### config.mk
export PLATFORM = sky130hd
export DESIGN_NAME = instr_fetch
export DESIGN_NICKNAME = d
export VERILOG_FILES = /design/src/rtl/fetch_pkg.sv /design/src/rtl/fetch_out_reg.sv /design/src/rtl/instr_fetch.sv
export SDC_FILE = /design/constraint.sdc
export NUM_CORES = 1
export LEC_CHECK = 0
export ABC_AREA = 1
export CORE_ASPECT_RATIO = 1.25
export CORE_MARGIN = 4
export CORE_UTILIZATION = 40
export CTS_CLUSTER_DIAMETER = 200
export DETAILED_ROUTE_END_ITERATION = 12
export HOLD_SLACK_MARGIN = 0.12
export PLACE_DENSITY = 0.68
export SLEW_MARGIN = 40
export SYNTH_ARGS = -nofsm -noshare
export SYNTH_HDL_FRONTEND = slang
export SYNTH_HIERARCHICAL = 1
export SYNTH_SLANG_ARGS = --single-unit
### constraint.sdc
create_clock -name clk -period 5 [get_ports clk]
set_clock_uncertainty 0.2 [all_clocks]
set_input_delay 0.5 -clock clk [delete_from_list [all_inputs] [get_ports clk]]
set_output_delay 0.5 -clock clk [all_outputs]
set_load 0.03 [all_outputs]
### src/rtl/fetch_pkg.sv
// Shared types and constants for the instruction-fetch stage.
package fetch_pkg;

  localparam int unsigned XLEN    = 32;
  localparam int unsigned PC_STEP = 4;

  typedef enum logic [1:0] {
    BOOT  = 2'd0,
    RUN   = 2'd1,
    FAULT = 2'd2
  } fetch_state_e;

  typedef struct packed {
    logic [XLEN-1:0] instr;
    logic [XLEN-1:0] pc;
    logic [XLEN-1:0] pc_plus4;
  } fetch_out_t;

endpackage

### src/rtl/fetch_out_reg.sv
// Valid/ready output register: holds its contents while stalled, and can be
// flushed synchronously (flush wins over load).
module fetch_out_reg
  import fetch_pkg::*;
(
  input  logic            clk,
  input  logic            reset,
  input  logic            flush,
  input  logic            load,
  input  logic [XLEN-1:0] in_instr,
  input  logic [XLEN-1:0] in_pc,
  input  logic [XLEN-1:0] in_pc_plus4,
  input  logic            out_ready,
  output logic            out_valid,
  output logic [XLEN-1:0] out_instr,
  output logic [XLEN-1:0] out_pc,
  output logic [XLEN-1:0] out_pc_plus4
);

  logic       valid_q, valid_d;
  fetch_out_t data_q, data_d;

  // Next-state: flush clears valid, load captures, a transfer without reload empties.
  always_comb begin
    valid_d = valid_q;
    data_d  = data_q;
    if (flush) begin
      valid_d = 1'b0;
    end else if (load) begin
      valid_d        = 1'b1;
      data_d.instr    = in_instr;
      data_d.pc       = in_pc;
      data_d.pc_plus4 = in_pc_plus4;
    end else if (valid_q && out_ready) begin
      valid_d = 1'b0;
    end
  end

  // Register with synchronous reset to an empty, zeroed state.
  always_ff @(posedge clk) begin
    if (reset) begin
      valid_q <= 1'b0;
      data_q  <= '0;
    end else begin
      valid_q <= valid_d;
      data_q  <= data_d;
    end
  end

  assign out_valid    = valid_q;
  assign out_instr    = data_q.instr;
  assign out_pc       = data_q.pc;
  assign out_pc_plus4 = data_q.pc_plus4;

endmodule

### src/rtl/instr_fetch.sv
// Instruction-fetch stage: owns the PC, drives the combinational ROM address,
// captures the returned word into a valid/ready output register, handles
// redirects and halts on misaligned (or, with FETCH_BOUND_CHECK_EN defined,
// out-of-range) fetch targets.
module instr_fetch
  import fetch_pkg::*;
#(
  parameter logic [31:0] RESET_PC  = 32'h0000_0000,
  parameter int unsigned ROM_DEPTH = 16
) (
  input  logic        clk,
  input  logic        reset,
  output logic [31:0] instr_addr,
  input  logic [31:0] instr_data,
  input  logic        redirect_en,
  input  logic [31:0] redirect_pc,
  output logic        out_valid,
  input  logic        out_ready,
  output logic [31:0] out_instr,
  output logic [31:0] out_pc,
  output logic [31:0] out_pc_plus4,
  output logic        fault,
  output logic [31:0] fault_pc
);

  localparam logic [XLEN-1:0] PC_LIMIT = XLEN'(ROM_DEPTH * 4);
  localparam logic [XLEN-1:0] PC_INC   = XLEN'(PC_STEP);

  fetch_state_e    state_q, state_d;
  logic [XLEN-1:0] pc_q, pc_d;
  logic            fault_q, fault_d;
  logic [XLEN-1:0] fault_pc_q, fault_pc_d;

  logic            accept;
  logic            load;
  logic            flush;
  logic [XLEN-1:0] pc_plus4;
  logic            redirect_oob;
  logic            pc_oob;
  fetch_out_t      cap;

`ifdef FETCH_BOUND_CHECK_EN
  // Range check against the ROM size, applied to both redirect targets and the current PC.
  always_comb begin
    redirect_oob = (redirect_pc >= PC_LIMIT);
    pc_oob       = (pc_q >= PC_LIMIT);
  end
`else
  logic unused_pc_limit;
  assign unused_pc_limit = ^PC_LIMIT;

  // No range check: out-of-range PCs are fetched as-is.
  always_comb begin
    redirect_oob = 1'b0;
    pc_oob       = 1'b0;
  end
`endif

  assign pc_plus4 = pc_q + PC_INC;
  assign accept   = !out_valid || out_ready;

  // Next-state, PC and fault logic; redirect takes priority over capture.
  always_comb begin
    state_d    = state_q;
    pc_d       = pc_q;
    fault_d    = fault_q;
    fault_pc_d = fault_pc_q;
    load       = 1'b0;
    flush      = 1'b0;
    cap.instr    = instr_data;
    cap.pc       = pc_q;
    cap.pc_plus4 = pc_plus4;
    unique case (state_q)
      BOOT: begin
        state_d = RUN;
      end
      RUN: begin
        if (redirect_en) begin
          flush = 1'b1;
          if ((redirect_pc[1:0] != 2'b00) || redirect_oob) begin
            state_d    = FAULT;
            fault_d    = 1'b1;
            fault_pc_d = redirect_pc;
          end else begin
            pc_d = redirect_pc;
          end
        end else if (accept) begin
          if (pc_oob) begin
            flush      = 1'b1;
            state_d    = FAULT;
            fault_d    = 1'b1;
            fault_pc_d = pc_q;
          end else begin
            load = 1'b1;
            pc_d = pc_plus4;
          end
        end
      end
      FAULT: begin
        flush = 1'b1;
      end
      default: begin
        state_d = BOOT;
      end
    endcase
  end

  // State, PC and sticky fault registers.
  always_ff @(posedge clk) begin
    if (reset) begin
      state_q    <= BOOT;
      pc_q       <= RESET_PC;
      fault_q    <= 1'b0;
      fault_pc_q <= '0;
    end else begin
      state_q    <= state_d;
      pc_q       <= pc_d;
      fault_q    <= fault_d;
      fault_pc_q <= fault_pc_d;
    end
  end

  fetch_out_reg u_out_reg (
    .clk          (clk),
    .reset        (reset),
    .flush        (flush),
    .load         (load),
    .in_instr     (cap.instr),
    .in_pc        (cap.pc),
    .in_pc_plus4  (cap.pc_plus4),
    .out_ready    (out_ready),
    .out_valid    (out_valid),
    .out_instr    (out_instr),
    .out_pc       (out_pc),
    .out_pc_plus4 (out_pc_plus4)
  );

  assign instr_addr = pc_q;
  assign fault      = fault_q;
  assign fault_pc   = fault_pc_q;

endmodule

==> impl_results.md <==
* Layout fillers at approximately 1900
* CTS buffer count at 17
* TritonRoute pass-1 iters at 7
* Die Ht at 163 um
* Placement Setup Slack at approximately 2.1 ns
* Syn. warnings at 6
* Slowest-stage cell, CP: clkdlybuf4s50_1
* Vias post-DR at around 7500
* Largest fanout on the critical path at 97
* CP peak stage delay at 0.45 ns
* DRT Wirelength at between 20000 and 25000 um
* Seq/Total Area, Yosys at 42.8%
* CTS Hold Bufs at 0
* Worst reg-to-reg setup slack at roughly 2.7 ns
* Root buffer cell: clkbuf_16
* Worst-Skew Late Latency at between 0.4 and 0.5 ns
* Post-CTS sizing at 0
* Initial cell density of the core at 40.8%
* I/O pin total at 230
* Peak supply drop at about 0.22 mV
* Pwr dens at between 300 and 400 nW/um^2
* Fin util at a little under three fifths
* H-Tree Depth at 4
* Area occupied by multi-input gates at ~3600 um^2
* Rel. slew slack at around 47%
* Setup-failing EPs final at 0
* Least-Margin Pin Slew at ~0.79 ns
* R2R Path Start: state_q[1]
* Die footprint at between 20000 and 25000 um^2
* I/O Buffers at between 200 and 250
* Die width at 132 um
* Leak at between 4 and 5 nW
* Critical path class: in2reg
* Clk sink count at approximately 160
* Setup bufs post-CTS at 0
* CTS tree: built
* Seq cells post-synth at ~160
* Post-Synthesis Cells at ~1100
* DR WL/cell at approximately 15 um
* Dpl cells at ~1500
* Remaining Overflow, GRT at 0
* Max-slew violations at 0
* Final TNS setup at 0 ns
* Syn_area_per_cell at 6.71 um^2
* CP required at 5.16 ns
* Mapped Area at 7670 um^2
* Hold Fails Final Rpt at 0
* Share of layout cells above drive strength 1 at 6.40%
* Cell Rows at between 50 and 60
* Hold depth at 2
* Vias in the first global route at slightly above 7000
* Largest buffer count on any clock path at 2
* HP Start: fault_pc[1]
* Startpoint types: input port
* Min-Delay Path Class: reg2reg
* Initial antenna violation count at 0
* Largest net degree at the start of global routing at between 90 and 100
* Nets at between 1000 and 1500
* Worst min-delay path endpoint: fault_pc[1]
* Total of max-cap violations at 0
* Via density at ~4.8
* Core outline area at 18800 um^2
* Final ANT Viol Nets at 0
* Crit. End Element: register
* Clock transition time at the flip-flop clock pins of the worst setup and hold paths at around 0.070 ns
* Total GRT Usage at 21.2%
* R2R Path End: u_out_reg/out_pc[8]
* Register area at between 3000 and 4000 um^2
* Share of the clock period used by the worst path at 50.0%
* Outcome: finished, final reports clean
* Diodes inserted at 0
* First-pass GRT wire length at roughly 37000 um
* Layout area overhead at 37.5%
* Final HPWL DP at about 16000 um
* Gpl congestion at about 0.9
* Unrepaired setup endpoints after global routing: no
* DRC Markers at 0
* Fin cells at around 1600
* CP cell instances: clkdlybuf4s50_1, buf_4, nand2_2, a21boi_0, inv_2, buf_6, nand3_1, nand2_1, nor2_1
* CP arrival at roughly 2.7 ns
* Synth unique cells at 26
* Final worst slack at around 2.5 ns
* Reg2Reg Depth at 9
* Post-synthesis net count at ~1200
* DR iter-0 viols at 458
* Max Clock Freq at ~400 MHz
* Tmin final at ~2.5 ns
==> worst max-delay path: cells and delay by family <==
kind,cells,cell delay [ns]
buf+inv,4,1.10
compound gates,1,0.43
simple gates,4,0.51
==> per-layer routing <==
layer / vias up / global-route usage (%) / wire [um]
met4: 0 / 7.12 / 450
li1: 3883 / - / -
met2: 253 / 33.9 / 10500
met5: - / 0 / 0
met1: 3364 / 27.6 / 10600
met3: 33 / 6.33 / 1610
==> cell usage after synthesis, drive strengths merged <==
cell type	instances	area share [%]
xor2	11	2.0
nand2	225	11
ha	4	0.65
a21oi	60	3.9
o21ai	63	4.1
and2	3	0.24
nand3b	7	0.69
clkbuf	30	1.5
xnor2	4	0.46
inv	128	6.3
a31oi	2	0.16
buf	38	2.8
nand3	103	6.7
a21boi	1	0.098
nor2	299	16
dfxtp	164	43
==> power breakdown <==
part	switching [mW]	internal, mW
clock network	0.536	0.679
registers	0.141	1.47
logic	0.755	0.482
==> state kept, by name, indices dropped and copies added (netlist names) <==
name and count:
state_q 2, u_out_reg/out_instr 32, fault 1, u_out_reg/out_valid 1, instr_addr 32, u_out_reg/out_pc_plus4 32
fault_pc 32, u_out_reg/out_pc 32
==> placed cells by master, fill, tap and decap left out, drive strengths merged <==
cell,netlist,layout
o21ai,63,63
dfxtp,164,164
nand2,225,225
a21boi,1,1
a21oi,60,60
and2,3,3
a31oi,2,2
nor2,299,299
clkbuf,30,18
inv,128,127
nand3b,7,7
xnor2,4,4
clkinvlp,0,5
clkdlybuf4s50,0,229
bufinv,0,1
xor2,11,11
nand3,103,103
clkinv,0,8
buf,38,10
ha,4,4
==> layout make-up <==
class                           count  share of cell area [%]
Inverter                          128                    4.57
Sequential cell                   164                    31.1
Tap cell                          232                    2.75
Clock buffer                       18                    4.07
Clock inverter                     13                    1.08
Multi-Input combinational cell    782                    33.9
Timing Repair Buffer              239                    22.5
==> how the worst max path moves through the flow <==
stage                   startpoint                         end  slack, ns  cells after the start
detailed placement     redirect_en         u_out_reg/out_pc[2]       2.13                      9
CTS                 instr_addr[12]              instr_addr[12]       2.52                      1
global route           redirect_en              instr_addr[27]       2.32                      9
finish                 redirect_en         u_out_reg/out_pc[8]       2.50                      9
floorplan            instr_addr[3]  u_out_reg/out_pc_plus4[24]       3.03                     12
global placement       redirect_en         u_out_reg/out_pc[2]       2.02                      9
==> stage by stage <==
stage / power, mW / area [um^2] / hold slack, ns
global placement: 2.86 / 9990 / 0.256
global route: 4.27 / 10500 / 0.295
finish: 4.06 / 10500 / 0.271
detailed placement: 2.88 / 10000 / 0.259
CTS: 4.10 / 10500 / 0.274
floorplan: 2.37 / 7670 / 0.250
==> cells by family after synthesis <==
group	after synthesis	synth area share [%]
AND/OR/NAND/NOR	637	35.1
buffers and inverters	196	10.6
flip-flops	164	42.8
AO/OA/AOI/OAI	126	8.29
XOR/XNOR	15	2.50
adder cells (fa/ha/maj)	4	0.653
(Power assumes the default switching activity.)
